File: config.mk
export PLATFORM = sky130hd
export DESIGN_NAME = hazard_forward_unit
export DESIGN_NICKNAME = d
export VERILOG_FILES = /design/src/rtl/hazard_forward_unit.sv
export SDC_FILE = /design/constraint.sdc
export NUM_CORES = 1
export LEC_CHECK = 0
export ABC_AREA = 1
export BUFFER_PORTS_ARGS = -buffer_cell sky130_fd_sc_hd__buf_4
export CAP_MARGIN = 0
export CORE_MARGIN = 2
export CORE_UTILIZATION = 55
export DETAILED_ROUTE_END_ITERATION = 7
export PLACE_DENSITY = 0.78
export SKIP_CTS_REPAIR_TIMING = 1
export SKIP_LAST_GASP = 1
export SYNTH_ARGS = -nofsm -noshare
export SYNTH_HDL_FRONTEND = slang
export SYNTH_SLANG_ARGS = --single-unit
File: constraint.sdc
create_clock -name clk -period 2.83 [get_ports clk]
set_input_delay 0.1415 -clock clk [delete_from_list [all_inputs] [get_ports clk]]
set_output_delay 0.1415 -clock clk [all_outputs]
set_load 0.02 [all_outputs]
File: src/rtl/hazard_forward_unit.sv
// Hazard detection and operand-forwarding unit for the 5-stage MIPS pipeline.
// It keeps a shadow copy of the EX/MEM/WB destination fields and drives the stall, flush and forward controls.
module hazard_forward_unit #(
    parameter int REG_AW = 5,
    parameter bit FWD_WB = 1'b1
) (
    input  logic              clk,
    input  logic              rst,
    input  logic [REG_AW-1:0] id_rs,
    input  logic [REG_AW-1:0] id_rt,
    input  logic              id_use_rs,
    input  logic              id_use_rt,
    input  logic [REG_AW-1:0] id_dst,
    input  logic              id_regwrite,
    input  logic              id_memread,
    input  logic              branch_taken,
    input  logic              ext_hold,
    output logic              risk_sig,
    output logic              pc_write,
    output logic              ifid_write,
    output logic              ifid_flush,
    output logic [1:0]        fwd_a,
    output logic [1:0]        fwd_b
);

    // A stage produces r only when it holds a live register write; $0 never matches.
    function automatic logic writes_reg(input logic valid, input logic regwrite,
                                        input logic [REG_AW-1:0] dst, input logic [REG_AW-1:0] r);
        return valid & regwrite & (dst == r) & (r != {REG_AW{1'b0}});
    endfunction

    logic              ex_valid_r, ex_regwrite_r, ex_memread_r, ex_use_rs_r, ex_use_rt_r;
    logic [REG_AW-1:0] ex_dst_r, ex_rs_r, ex_rt_r;
    logic              mem_valid_r, mem_regwrite_r;
    logic [REG_AW-1:0] mem_dst_r;
    logic              wb_valid_r, wb_regwrite_r;
    logic [REG_AW-1:0] wb_dst_r;

    logic mem_hit_a_s, mem_hit_b_s, wb_hit_a_s, wb_hit_b_s;
    logic rs_ex_s, rt_ex_s, rs_mem_s, rt_mem_s;
    logic luse_s, nofwd_stall_s, stall_s, bubble_s;

    assign mem_hit_a_s = ex_use_rs_r & writes_reg(mem_valid_r, mem_regwrite_r, mem_dst_r, ex_rs_r);
    assign mem_hit_b_s = ex_use_rt_r & writes_reg(mem_valid_r, mem_regwrite_r, mem_dst_r, ex_rt_r);
    assign wb_hit_a_s  = ex_use_rs_r & writes_reg(wb_valid_r, wb_regwrite_r, wb_dst_r, ex_rs_r);
    assign wb_hit_b_s  = ex_use_rt_r & writes_reg(wb_valid_r, wb_regwrite_r, wb_dst_r, ex_rt_r);

    assign rs_ex_s  = id_use_rs & writes_reg(ex_valid_r, ex_regwrite_r, ex_dst_r, id_rs);
    assign rt_ex_s  = id_use_rt & writes_reg(ex_valid_r, ex_regwrite_r, ex_dst_r, id_rt);
    assign rs_mem_s = id_use_rs & writes_reg(mem_valid_r, mem_regwrite_r, mem_dst_r, id_rs);
    assign rt_mem_s = id_use_rt & writes_reg(mem_valid_r, mem_regwrite_r, mem_dst_r, id_rt);

    // Without MEM/WB forwarding, any in-flight producer of a used source must be waited out.
    assign luse_s        = ex_memread_r & (rs_ex_s | rt_ex_s);
    assign nofwd_stall_s = (FWD_WB == 1'b0) & (rs_ex_s | rt_ex_s | rs_mem_s | rt_mem_s);
    assign stall_s       = luse_s | nofwd_stall_s;
    assign bubble_s      = branch_taken | stall_s;

    // Operand select for the instruction in EX; the newer MEM result wins over WB.
    always_comb begin
        fwd_a = 2'b00;
        fwd_b = 2'b00;
        if (mem_hit_a_s) begin
            fwd_a = 2'b01;
        end else if ((FWD_WB == 1'b1) && wb_hit_a_s) begin
            fwd_a = 2'b10;
        end else begin
            fwd_a = 2'b00;
        end
        if (mem_hit_b_s) begin
            fwd_b = 2'b01;
        end else if ((FWD_WB == 1'b1) && wb_hit_b_s) begin
            fwd_b = 2'b10;
        end else begin
            fwd_b = 2'b00;
        end
    end

    // Pipeline control strobes, highest-priority cause first.
    always_comb begin
        risk_sig   = 1'b0;
        pc_write   = 1'b1;
        ifid_write = 1'b1;
        ifid_flush = 1'b0;
        if (ext_hold) begin
            pc_write   = 1'b0;
            ifid_write = 1'b0;
        end else if (branch_taken) begin
            risk_sig   = 1'b1;
            ifid_flush = 1'b1;
        end else if (stall_s) begin
            risk_sig   = 1'b1;
            pc_write   = 1'b0;
            ifid_write = 1'b0;
        end else begin
            risk_sig   = 1'b0;
        end
    end

    // Shadow pipeline: advance unless frozen, inserting a bubble on branch or stall.
    always_ff @(posedge clk) begin
        if (rst) begin
            ex_valid_r     <= 1'b0;
            ex_regwrite_r  <= 1'b0;
            ex_memread_r   <= 1'b0;
            ex_use_rs_r    <= 1'b0;
            ex_use_rt_r    <= 1'b0;
            ex_dst_r       <= {REG_AW{1'b0}};
            ex_rs_r        <= {REG_AW{1'b0}};
            ex_rt_r        <= {REG_AW{1'b0}};
            mem_valid_r    <= 1'b0;
            mem_regwrite_r <= 1'b0;
            mem_dst_r      <= {REG_AW{1'b0}};
            wb_valid_r     <= 1'b0;
            wb_regwrite_r  <= 1'b0;
            wb_dst_r       <= {REG_AW{1'b0}};
        end else if (!ext_hold) begin
            wb_valid_r     <= mem_valid_r;
            wb_regwrite_r  <= mem_regwrite_r;
            wb_dst_r       <= mem_dst_r;
            mem_valid_r    <= ex_valid_r;
            mem_regwrite_r <= ex_regwrite_r;
            mem_dst_r      <= ex_dst_r;
            if (bubble_s) begin
                ex_valid_r    <= 1'b0;
                ex_regwrite_r <= 1'b0;
                ex_memread_r  <= 1'b0;
                ex_use_rs_r   <= 1'b0;
                ex_use_rt_r   <= 1'b0;
                ex_dst_r      <= {REG_AW{1'b0}};
                ex_rs_r       <= {REG_AW{1'b0}};
                ex_rt_r       <= {REG_AW{1'b0}};
            end else begin
                ex_valid_r    <= 1'b1;
                ex_regwrite_r <= id_regwrite;
                ex_memread_r  <= id_memread;
                ex_use_rs_r   <= id_use_rs;
                ex_use_rt_r   <= id_use_rt;
                ex_dst_r      <= id_dst;
                ex_rs_r       <= id_rs;
                ex_rt_r       <= id_rt;
            end
        end
    end

endmodule

==> flow_summary.toml <==
[cts]
clk_path_buf_depth = 2
cts_tree = "done"
cts_buffers = 5
cts.sinks = 34
root_buffer = "clkbuf_4"
htreeDepth = 2
clkLatencyLatePin_ns = 0.33
clk_pin_slew_ns = 0.10

[floorplanning]
die_w_um = 62.46
rows = 21
core_um2 = 3311
start_util_pct = 56.76
die-area_um2 = 3901
pin_count = 31
die_h_um = 62.46

[route]
drc_errors = 0
wl_mm = 4.282
via_per_inst = 5.120
drt_iter0_markers = 104
num_vias = 1833
first_pass_iters = 4
ant_nets = 0
wire_per_inst_um = 11.96

[layout]
design_area_um2 = 2165
area_growth_pct = 15.18
diodes = 0
final_nets = 335
layout-drive-gt1-share_pct = 14.42

[placed_design]
globalplace.congestion = 0.8623
placement.io_buffers = 30
post-dp-hpwl_mm = 3.083
dpl-instance-area_um2 = 2083

[synthesis]
yosys_warnings = 0
ys_types = 23
synthesis.area_um2 = 1879
synthTopCellsByArea = "dfxtp_1 (36%), nand2_1 (16%), o21ai_0 (9.1%)"
synth_ff_type = "dfxtp_1"
yosysMostFrequentCell = "nand2_1"
seq_area_frac_synth_pct = 36.22
netlist_instances = 290
async_reset_ff_share_pct = 0
synth_top_cell_by_area = "dfxtp_1"
syn_nets = 313
syn_area_per_cell_um2 = 6.480
synth-seq-cells = 34
synth_edf_count = 0
synth_top_area_share_pct = 36.22
ys_top_cells_by_count = "nand2_1 (82), dfxtp_1 (34), o21ai_0 (34)"

[worst_setup_path]
cp_max_fo = 5
crit_required_ns = 2.69
critPathLaunchType = "flip-flop"
crit_path_end_kind = "primary output"
worstSetupPathType = "reg2out"
worstPathArrival_ns = 1.69

[sta]
hold_violations = 0
fmax_mhz = 544.7
setup_violations = 0
fin_skew_ns = 0.003802
grt_setup_unrepaired = "no"
min_period_over_period_pct = 64.87
period_needed_ns = 1.836
slew_violations = 0
worst_pin_slew_ns = 0.9431
max-slew-margin-rel_pct = 37.06
fin_setup_tns_ns = 0

[global_routing]
grt_max_degree = 40
grt_pass1_vias = 1697
grt_pass1_wl_mm = 7.534
gr-total-overflow = 0
antenna_found_initial = 0
track_usage_pct = 24.00

[hold_path]
worstHoldPathType = "in2reg"

[power]
leakagePower_nw = 0.9791
peakVddDrop_mv = 0.3390
p_per_area_nw_per_um2 = 493.6

[status]
status = "finished, final reports clean"

[flow_run]
cap_violations = 0
[worst max-delay path: stages, from the launching register on]
cell     delay, ns
dfxtp_1       0.38
xor2_1        0.18
nor2_1        0.15
nand2_1       0.07
nor4_1        0.31
nor2_1        0.09
buf_4         0.17
[layout by cell type (no fill, tap or decap), drive strengths merged]
master	count
nand2	84
o21ai	35
dfxtp	34
nor2	33
buf	32
a21oi	31
inv	23
nand3	8
xnor2	8
xor2	6
clkbuf	6
nor4	3
nand4	3
o22ai	1
o211ai	1
nor3	1
a31oi	1
clkinv	1
bufinv	1
[sequential cells by signal (all words and copies together), names as in the netlist, 5 cells and up]
register	flops
ex_rs_r	5
ex_rt_r	5
ex_dst_r	5
wb_dst_r	5
mem_dst_r	5
[kinds of logic after synthesis]
family / Yosys count / synth area share (%)
DFF: 34 / 36.22
xor gates and xnor gates: 14 / 6.525
and+or+nand+nor: 132 / 28.03
AOI/OAI and AO/OA: 69 / 19.44
buffers and inverters: 41 / 9.786
[final cells by class]
class,count,area [um2]
fillers,317,1146
multi-input cells,215,1015
flip-flops and latches,34,680.7
repair buffers,32,240.2
inverters,24,90.09
well taps,46,57.56
clock buffers,6,51.30
clock inverters,1,30.03
[per-layer routing]
metal	up-vias	global-route usage, %	wire, um
li1	976	-	-
met2	34	39.25	2092
met1	816	31.01	1946
met5	-	0	0
met3	7	5.045	187
met4	0	9.444	56
[stage by stage]
step	instances	setup WS (ns)	utilization (%)	total power [W]	hold slack, ns
6_report	358	0.9941	65.38	0.001068	0.1283
3_3_place_gp	351	1.280	62.93	0.0007121	0.4620
2_1_floorplan	290	1.367	-	0.0006578	0.3470
4_1_cts	358	1.006	65.38	0.001075	0.1274
3_5_place_dp	351	1.283	62.93	0.0007145	0.4714
5_1_grt	358	0.8926	65.38	0.001126	0.1395
[final timing paths]
kind                      start            end  slack [ns]  cells after the start
setup / recovery     ex_rt_r[3]       fwd_b[1]        0.99                      6
hold / removal       id_memread   ex_memread_r        0.13                      5
setup reg to reg    ex_dst_r[1]     ex_rt_r[1]        1.23                      9
hold reg to reg   wb_regwrite_r  wb_regwrite_r        0.49                      2
[where the power goes]
| part | internal [W] | switching, W |
|---|---|---|
| Sequential | 0.000504 | 0.0000271 |
| Clock | 0.000206 | 0.000159 |
| Combinational | 0.0000735 | 0.0000991 |
| Total | 0.000783 | 0.000285 |
(Power assumes the default switching activity.)
